[src/rtl/alu_pkg.sv]
// Shared types and defaults for the sequential ALU and its combinational core.
package alu_pkg;

  localparam int ALU_W = 9;

  typedef enum logic [2:0] {
    ALU_ADD = 3'b000,
    ALU_LSL = 3'b001,
    ALU_LSR = 3'b010,
    ALU_XOR = 3'b011,
    ALU_AND = 3'b100,
    ALU_OR  = 3'b101,
    ALU_SUB = 3'b110,
    ALU_CMP = 3'b111
  } alu_op_t;

  typedef enum logic {
    IDLE  = 1'b0,
    SHIFT = 1'b1
  } state_t;

  // Shifts are the only ops that may take more than one cycle.
  function automatic logic is_shift(alu_op_t op);
    return (op == ALU_LSL) || (op == ALU_LSR);
  endfunction

endpackage

[src/rtl/alu_core.sv]
// Single-cycle W-bit arithmetic/logic/compare datapath with status flag.
// Shift opcodes pass operand A through with flag 0, which is exactly the
// zero-distance shift result, so the sequencer can reuse this path for k = 0.
module alu_core
  import alu_pkg::*;
#(
  parameter int W = ALU_W
) (
  input  alu_op_t        op_i,
  input  logic [W-1:0]   a_i,
  input  logic [W-1:0]   b_i,
  output logic [W-1:0]   res_o,
  output logic           flag_o
);

  logic [W:0] sum;
  logic [W:0] diff;

  // One extra bit captures carry (add) and borrow (subtract).
  assign sum  = {1'b0, a_i} + {1'b0, b_i};
  assign diff = {1'b0, a_i} - {1'b0, b_i};

  // Result/flag select by opcode.
  always_comb begin
    res_o  = '0;
    flag_o = 1'b0;
    unique case (op_i)
      ALU_ADD: begin
        res_o  = sum[W-1:0];
        flag_o = sum[W];
      end
      ALU_SUB: begin
        res_o  = diff[W-1:0];
        flag_o = diff[W];
      end
      ALU_XOR: res_o = a_i ^ b_i;
      ALU_AND: res_o = a_i & b_i;
      ALU_OR:  res_o = a_i | b_i;
      ALU_CMP: flag_o = (a_i == b_i);
      ALU_LSL,
      ALU_LSR: res_o = a_i;
      default: res_o = '0;
    endcase
  end

endmodule

[src/rtl/alu_seq.sv]
// Multi-cycle ALU: single-cycle ops through alu_core, logical shifts iterated
// one bit per cycle with a latched fill bit. Result and flag are held in
// registers that only move on a done pulse.
module alu_seq
  import alu_pkg::*;
#(
  parameter int W  = ALU_W,
  parameter int CW = $clog2(W + 1)
) (
  input  logic         clk,
  input  logic         reset,
  input  logic         start,
  input  logic [2:0]   alu_cmd,
  input  logic [W-1:0] inA,
  input  logic [W-1:0] inB,
  input  logic         sc_i,
  output logic         busy,
  output logic         done,
  output logic [W-1:0] rslt,
  output logic         flag
);

  state_t        state_q, state_d;
  logic [CW-1:0] cnt_q,   cnt_d;
  logic [W-1:0]  sh_q,    sh_d;
  logic          fill_q,  fill_d;
  logic          left_q,  left_d;
  logic [W-1:0]  rslt_q,  rslt_d;
  logic          flag_q,  flag_d;
  logic          done_q,  done_d;

  alu_op_t       op_in;
  logic          accept;
  logic [CW-1:0] k_in;
  logic [W-1:0]  core_res;
  logic          core_flag;
  logic [W-1:0]  sh_next;
  logic          out_bit;

  assign op_in  = alu_op_t'(alu_cmd);
  assign accept = start && (state_q == IDLE);

  // Distance clamps at W: every original bit has been replaced by fill by then.
  assign k_in = (inB >= W'(W)) ? CW'(W) : CW'(inB);

  alu_core #(.W(W)) u_core (
    .op_i   (op_in),
    .a_i    (inA),
    .b_i    (inB),
    .res_o  (core_res),
    .flag_o (core_flag)
  );

  // One-place shift of the working register and the bit that falls off.
  assign sh_next = left_q ? {sh_q[W-2:0], fill_q} : {fill_q, sh_q[W-1:1]};
  assign out_bit = left_q ? sh_q[W-1] : sh_q[0];

  // Next-state: accept in IDLE, iterate in SHIFT, publish result on the last step.
  always_comb begin
    state_d = state_q;
    cnt_d   = cnt_q;
    sh_d    = sh_q;
    fill_d  = fill_q;
    left_d  = left_q;
    rslt_d  = rslt_q;
    flag_d  = flag_q;
    done_d  = 1'b0;
    unique case (state_q)
      IDLE: begin
        if (accept) begin
          if (is_shift(op_in) && (k_in != '0)) begin
            sh_d    = inA;
            cnt_d   = k_in;
            fill_d  = sc_i;
            left_d  = (op_in == ALU_LSL);
            state_d = SHIFT;
          end else begin
            rslt_d = core_res;
            flag_d = core_flag;
            done_d = 1'b1;
          end
        end
      end
      SHIFT: begin
        sh_d  = sh_next;
        cnt_d = cnt_q - 1'b1;
        if (cnt_q == CW'(1)) begin
          rslt_d  = sh_next;
          flag_d  = out_bit;
          done_d  = 1'b1;
          state_d = IDLE;
        end
      end
      default: state_d = IDLE;
    endcase
  end

  // State and output registers; reset clears everything and drops any shift.
  always_ff @(posedge clk) begin
    if (reset) begin
      state_q <= IDLE;
      cnt_q   <= '0;
      sh_q    <= '0;
      fill_q  <= 1'b0;
      left_q  <= 1'b0;
      rslt_q  <= '0;
      flag_q  <= 1'b0;
      done_q  <= 1'b0;
    end else begin
      state_q <= state_d;
      cnt_q   <= cnt_d;
      sh_q    <= sh_d;
      fill_q  <= fill_d;
      left_q  <= left_d;
      rslt_q  <= rslt_d;
      flag_q  <= flag_d;
      done_q  <= done_d;
    end
  end

  assign busy = (state_q == SHIFT);
  assign done = done_q;
  assign rslt = rslt_q;
  assign flag = flag_q;

endmodule
[config.mk]
export PLATFORM = sky130hd
export DESIGN_NAME = alu_seq
export DESIGN_NICKNAME = d
export VERILOG_FILES = /design/src/rtl/alu_pkg.sv /design/src/rtl/alu_core.sv /design/src/rtl/alu_seq.sv
export SDC_FILE = /design/constraint.sdc
export NUM_CORES = 1
export LEC_CHECK = 0
export CAP_MARGIN = 20
export CORE_MARGIN = 3
export CORE_UTILIZATION = 53
export DETAILED_ROUTE_END_ITERATION = 12
export DONT_BUFFER_PORTS = 1
export PLACE_DENSITY_LB_ADDON = 0.08
export SLEW_MARGIN = 40
export SYNTH_ARGS = -nofsm -noshare
export SYNTH_HDL_FRONTEND = slang
export SYNTH_SLANG_ARGS = --single-unit
[constraint.sdc]
create_clock -name clk -period 2.6 [get_ports clk]
set_input_delay 0.52 -clock clk [delete_from_list [all_inputs] [get_ports clk]]
set_output_delay 0.52 -clock clk [all_outputs]
set_load 0.01 [all_outputs]
==> results of run 1 <==
==> metrics by stage <==
step           setup WS, ns  utilization  hold WS, ns  std cells  cell area [um2]
3_3_place_gp      -0.009675       0.6011       0.4801        468             3109
6_report             0.2491       0.6098       0.3037        472             3154
5_1_grt              0.1110       0.6098       0.2925        472             3154
4_1_cts              0.2571       0.6098       0.3060        472             3154
2_1_floorplan       0.05098            -       0.4490        395             2888
3_5_place_dp       -0.02874       0.6011       0.4808        468             3109
==> sequential cells by signal, indices dropped and copies added (netlist names) <==
name and cells:
busy 1, cnt_q 4, done 1, fill_q 1
flag 1, left_q 1, rslt 9, sh_q 9
==> cell usage in the layout (no fill, tap or decap), drive strengths merged, types with 4 or more instances in the layout <==
cell type,instances
a21oi,36
a31oi,7
nand2,27
a211oi,21
a221oi,5
ha,31
o2bb2ai,4
o21a,4
or3,6
o21ai,15
nand2b,5
buf,30
nor3,24
nor2b,4
mux2i,11
dfxtp,27
nor2,35
o31ai,4
o21bai,4
and3,4
nor4,4
clkbuf,4
inv,31
nand3,10
==> worst reg2reg max path: stages (launching register included) <==
cell and delay [ns]:
dfxtp_1 0.37, inv_1 0.07, ha_1 0.17, nor4b_1 0.14, buf_4 0.15, a311oi_2 0.36, buf_4 0.30, nor3_1 0.08
and3_1 0.15, a311o_1 0.30
==> metal layers <==
metal / share of wire / up-vias
met5: 0 / -
met3: 0.064 / 12
li1: - / 1452
met2: 0.46 / 105
met4: 0.017 / 0
met1: 0.46 / 1376
==> how the worst max path moves through the flow <==
stage                start  endpoint  slack, ns  cells past startpoint
floorplan           inB[1]   rslt[7]       0.05                      8
global placement    inA[1]   rslt[7]      -0.01                      8
detailed placement  inA[1]   rslt[7]      -0.03                      8
CTS                 inA[1]   rslt[7]       0.26                      8
global route        inA[1]   rslt[7]       0.11                      8
finish              inA[1]   rslt[7]       0.25                      8
==> kinds of logic after synthesis <==
| family | count (synthesis) | share of synthesized area |
|---|---|---|
| buffers and inverters | 59 | 0.07972 |
| adders and majority gates | 33 | 0.1482 |
| AOI/OAI and AO/OA | 125 | 0.2916 |
| xor gates and xnor gates | 4 | 0.01473 |
| DFF | 27 | 0.1872 |
| and+or+nand+nor | 133 | 0.2288 |
| muxes | 14 | 0.04983 |
==> cells in the mapped netlist (5+ instances only) <==
cell type and count:
nand2_1 27, buf_1 5, o21ai_0 13, ha_1 31, a211oi_1 21, inv_1 31
a21oi_1 36, or3_1 6, a31oi_1 7, nor2_1 35, dfxtp_1 27, nand2b_1 5
mux2i_1 11, nor3_1 24, nand3_1 10, clkbuf_1 20
==> report_power, final <==
part / internal (uW) / switching (uW)
Clock: 110 / 129
Sequential: 450 / 38.2
Combinational: 210 / 256
Total: 770 / 424
==> final cells by class <==
| type | count | area [um2] |
|---|---|---|
| multi-input cells | 309 | 2123 |
| fillers | 483 | 2018 |
| flip-flops and latches | 27 | 540.5 |
| repair buffers | 30 | 237.7 |
| inverters | 32 | 120.1 |
| well taps | 70 | 87.58 |
| clock buffers | 4 | 45.04 |
==> results.sh, run 1 <==
export IMPL_yosysTopAreaCell="dfxtp_1"
export IMPL_netlist_instances=395
export IMPL_relSlewSlack=0.6316
export IMPL_setup_tns_ns=0
export IMPL_drtIter0Drc=207
export IMPL_finClkSkew_ns=0.002149
export IMPL_path_max_fanout=6
export IMPL_max_freq_ghz=0.4254
export IMPL_maxCapViolCount=0
export IMPL_grt_pass1_wl_um=13610
export IMPL_ys_top_cells_by_area="dfxtp_1, ha_1, a21oi_1"
export IMPL_slew_violations=0
export IMPL_met1_usage=0.3739
export IMPL_path_class="in2reg"
export IMPL_holdPathStages=1
export IMPL_async_flop_share=0
export IMPL_grt_use_met2=0.4466
export IMPL_path_cells="inv_1 -> ha_1 -> a211oi_1 -> o211a_1 -> nor3_1 -> or3b_1 -> mux2_2 -> a311o_1"
export IMPL_globalplace_congestion=0.9349
export IMPL_p_per_area_nw_per_um2=378.5
export IMPL_finalSetupViolCount=0
export IMPL_cts_buffers=3
export IMPL_synth_cell_types=58
export IMPL_dr_pass1_iters=5
export IMPL_layout_drive_gt1_share=0.09950
export IMPL_routedWlPerCell_um=18.16
export IMPL_cp_required_ns=2.77
export IMPL_syn_area_um2=2888
export IMPL_r2r_end="rslt[7]"
export IMPL_rows=26
export IMPL_grt_use_total=0.2706
export IMPL_area_growth_pct=9.229
export IMPL_start_util=0.5583
export IMPL_wl_um=8570
export IMPL_cts_repair_resized=0
export IMPL_crit_family="compound AO/OA/AOI/OAI gates"
export IMPL_nNetsFinal=461
export IMPL_fp_dieW_um=79.82
export IMPL_pin_count=37
export IMPL_rsz0062_at_grt="false"
export IMPL_use_met3=0.02822
export IMPL_synth_warnings=0
export IMPL_finalCritPeriodShare=0.9042
export IMPL_synth_edf_count=0
export IMPL_via_per_inst=6.239
export IMPL_synth_seq_cells=27
export IMPL_period_needed_ns=2.351
export IMPL_worst_endpoint_arrival_ns=2.52
export IMPL_hold_path_end="rslt[0]"
export IMPL_cp_slowest_cell="a211oi_1"
export IMPL_outcome="completed"
export IMPL_num_antenna_cells=0
export IMPL_clock_latency_ns=0.27
export IMPL_crit_buf_inv=1
export IMPL_vias=2945
export IMPL_cts_tree="built"
export IMPL_hp_start="reset"
export IMPL_core_um2=5172
export IMPL_ant_nets=0
export IMPL_die_area_um2=6370
export IMPL_cts_setup_buffers=0
export IMPL_syn_nets=453
export IMPL_postCtsHoldBufs=0
export IMPL_die_y_um=79.82
export IMPL_antenna_found_initial=0
export IMPL_cts_max_level=1
export IMPL_hpwl_um=6673
export IMPL_synth_top_cell_area_share=0.1872
export IMPL_ys_seq_area_frac=0.1872
export IMPL_worstSetupStartpointType="input port"
export IMPL_ys_flop_type="dfxtp_1"
export IMPL_drc_errors=0
export IMPL_grt_start_max_net_pins=31
export IMPL_r2r_cells=9
export IMPL_cp_end_kind="register"
export IMPL_port_buffers=0
export IMPL_cts_sinks=27
export IMPL_root_buffer="clkbuf_8"
export IMPL_cp_slowest_stage_delay_ns=0.40
export IMPL_p_leak_uw=0.001295
export IMPL_r2r_start="cnt_q[1]"
export IMPL_syn_avg_cell_area_um2=7.311
export IMPL_total_power_uw=1194
export IMPL_grt_overflow_total=0
export IMPL_max_vdd_ir_drop_v=0.0001822
export IMPL_min_path_type="in2reg"
export IMPL_hold_viol_final=0
export IMPL_cts_clk_slew_worst_paths_ns=0.09
export IMPL_tightest_slew_ns=0.5485
export IMPL_grt_pass1_vias=2760
export IMPL_top_usage_layer="met2"
export IMPL_rrSetupSlack_ns=0.39
export IMPL_clockBufferDepth=2
No activity file was read; power rests on OpenSTA's default activity.
==> inputs of run 2 (changes only) <==
--- a/config.mk
+++ b/config.mk
@@ -11,6 +11,7 @@
 export DETAILED_ROUTE_END_ITERATION = 12
 export DONT_BUFFER_PORTS = 1
 export PLACE_DENSITY_LB_ADDON = 0.08
+export SETUP_SLACK_MARGIN = 0.3
 export SLEW_MARGIN = 40
 export SYNTH_ARGS = -nofsm -noshare
 export SYNTH_HDL_FRONTEND = slang
==> results.sh, run 2 (synthesized netlist as in run 1, its figures left out) <==
export IMPL_p_per_area_nw_per_um2=378.3
export IMPL_cts_tree="built"
export IMPL_rows=26
export IMPL_cts_max_level=1
export IMPL_dr_pass1_iters=5
export IMPL_wl_met3_um=530
export IMPL_num_antenna_cells=0
export IMPL_antenna_found_initial=0
export IMPL_root_buffer="clkbuf_8"
export IMPL_worstSetupStartpointType="input port"
export IMPL_hpwl_um=6528
export IMPL_dr_wl_met2_um=3868
export IMPL_outcome="completed"
export IMPL_finalSetupViolCount=0
export IMPL_pin_count=37
export IMPL_cts_buffers=3
export IMPL_clock_latency_ns=0.27
export IMPL_globalplace_congestion=0.9219
export IMPL_nFillCells=483
export IMPL_cts_clk_slew_worst_paths_ns=0.09
export IMPL_core_um2=5172
export IMPL_dpl_cell_area_um2=3059
export IMPL_port_buffers=0
export IMPL_clockBufferDepth=2
export IMPL_drc_errors=0
export IMPL_grt_pass1_wl_um=13470
export IMPL_finClkSkew_ns=0.003755
export IMPL_cts_sinks=27
export IMPL_finalCoreUtilization=0.6108
export IMPL_via_per_inst=6.398
export IMPL_ant_nets=0
export IMPL_fp_dieW_um=79.82
export IMPL_min_path_type="in2reg"
export IMPL_hold_viol_final=0
export IMPL_die_y_um=79.82
export IMPL_cp_end_kind="register"
export IMPL_whs_ns=0.3121
export IMPL_routedWlPerCell_um=18.18
export IMPL_p_leak_uw=0.001240
export IMPL_period_needed_ns=2.239
export IMPL_grt_overflow_total=0
export IMPL_path_class="in2reg"
export IMPL_grt_use_total=0.2647
export IMPL_layout_drive_gt1_share=0.1148
export IMPL_wl_um=8398
export IMPL_rsz0062_at_grt="false"
export IMPL_finalInstanceArea_um2=3159
export IMPL_worst_endpoint_arrival_ns=2.39
export IMPL_tightest_slew_ns=0.6354
export IMPL_finalCritPeriodShare=0.8610
export IMPL_max_vdd_ir_drop_v=0.0002724
export IMPL_max_freq_ghz=0.4467
export IMPL_start_util=0.5583
export IMPL_vias=2956
export IMPL_setup_tns_ns=0
export IMPL_maxCapViolCount=0
export IMPL_area_growth_pct=9.402
export IMPL_path_max_fanout=4
export IMPL_die_area_um2=6370
export IMPL_postCtsHoldBufs=0
export IMPL_final_cell_mix="nor2_1, a21oi_1, ha_1"
export IMPL_cp_required_ns=2.76
export IMPL_drtIter0Drc=192
export IMPL_grt_start_max_net_pins=31
export IMPL_grt_pass1_vias=2710
export IMPL_highest_layer="met4"
export IMPL_nNetsFinal=451
export IMPL_relSlewSlack=0.5725
export IMPL_met1_length_um=3863
export IMPL_slew_violations=0
==> run 2: worst paths after layout <==
path,endpoint,start,depth (start not counted),slack (ns)
setup / recovery,rslt[7],inA[6],8,0.36
hold / removal,rslt[0],reset,1,0.31
setup reg to reg,rslt[6],busy,6,0.43
hold reg to reg,rslt[0],rslt[0],2,0.50
==> run 2: where the power goes <==
group | switching, uW | leakage [uW] | internal (uW) | total, uW
logic | 263 | 0.000996 | 210 | 473
registers | 38.4 | 0.000221 | 450 | 489
clock network | 124 | 0.0000228 | 110 | 234
total | 425 | 0.00124 | 770 | 1200
==> run 2: per-stage QoR <==
stage | std cells | setup slack, ns | total power [uW]
6_report | 462 | 0.3614 | 1195
3_3_place_gp | 456 | 0.007111 | 944.8
4_1_cts | 460 | 0.2942 | 1181
5_1_grt | 462 | 0.3019 | 1275
2_1_floorplan | 395 | 0.3000 | 848.3
3_5_place_dp | 456 | 0.03632 | 947.1
==> run 2: area by class of cell <==
cell class	instances	area [um2]	area share
Multi-Input combinational cell	309	2208	0.6990
Clock buffer	4	45.04	0.01426
Inverter	32	127.6	0.04040
Tap cell	70	87.58	0.02772
Timing Repair Buffer	20	150.1	0.04752
Sequential cell	27	540.5	0.1711
==> run 2: repair_timing <==
action	CTS	global route
pin swaps	0	2
buffers inserted	0	2
resized for setup	2	7
endpoints found under the setup margin	2	4
==> run 2: worst max-delay path: stages <==
cell     delay (ns)
inv_1          0.04
ha_1           0.35
a21oi_2        0.26
o211a_1        0.22
nor3_1         0.05
or3b_1         0.41
mux2_4         0.28
a311o_1        0.27
==> run 2: metal layers <==
| metal | vias to the layer above | global-route usage |
|---|---|---|
| met4 | 0 | 0.07432 |
| li1 | 1433 | - |
| met5 | - | 0 |
| met3 | 10 | 0.02370 |
| met1 | 1399 | 0.3780 |
| met2 | 114 | 0.4224 |
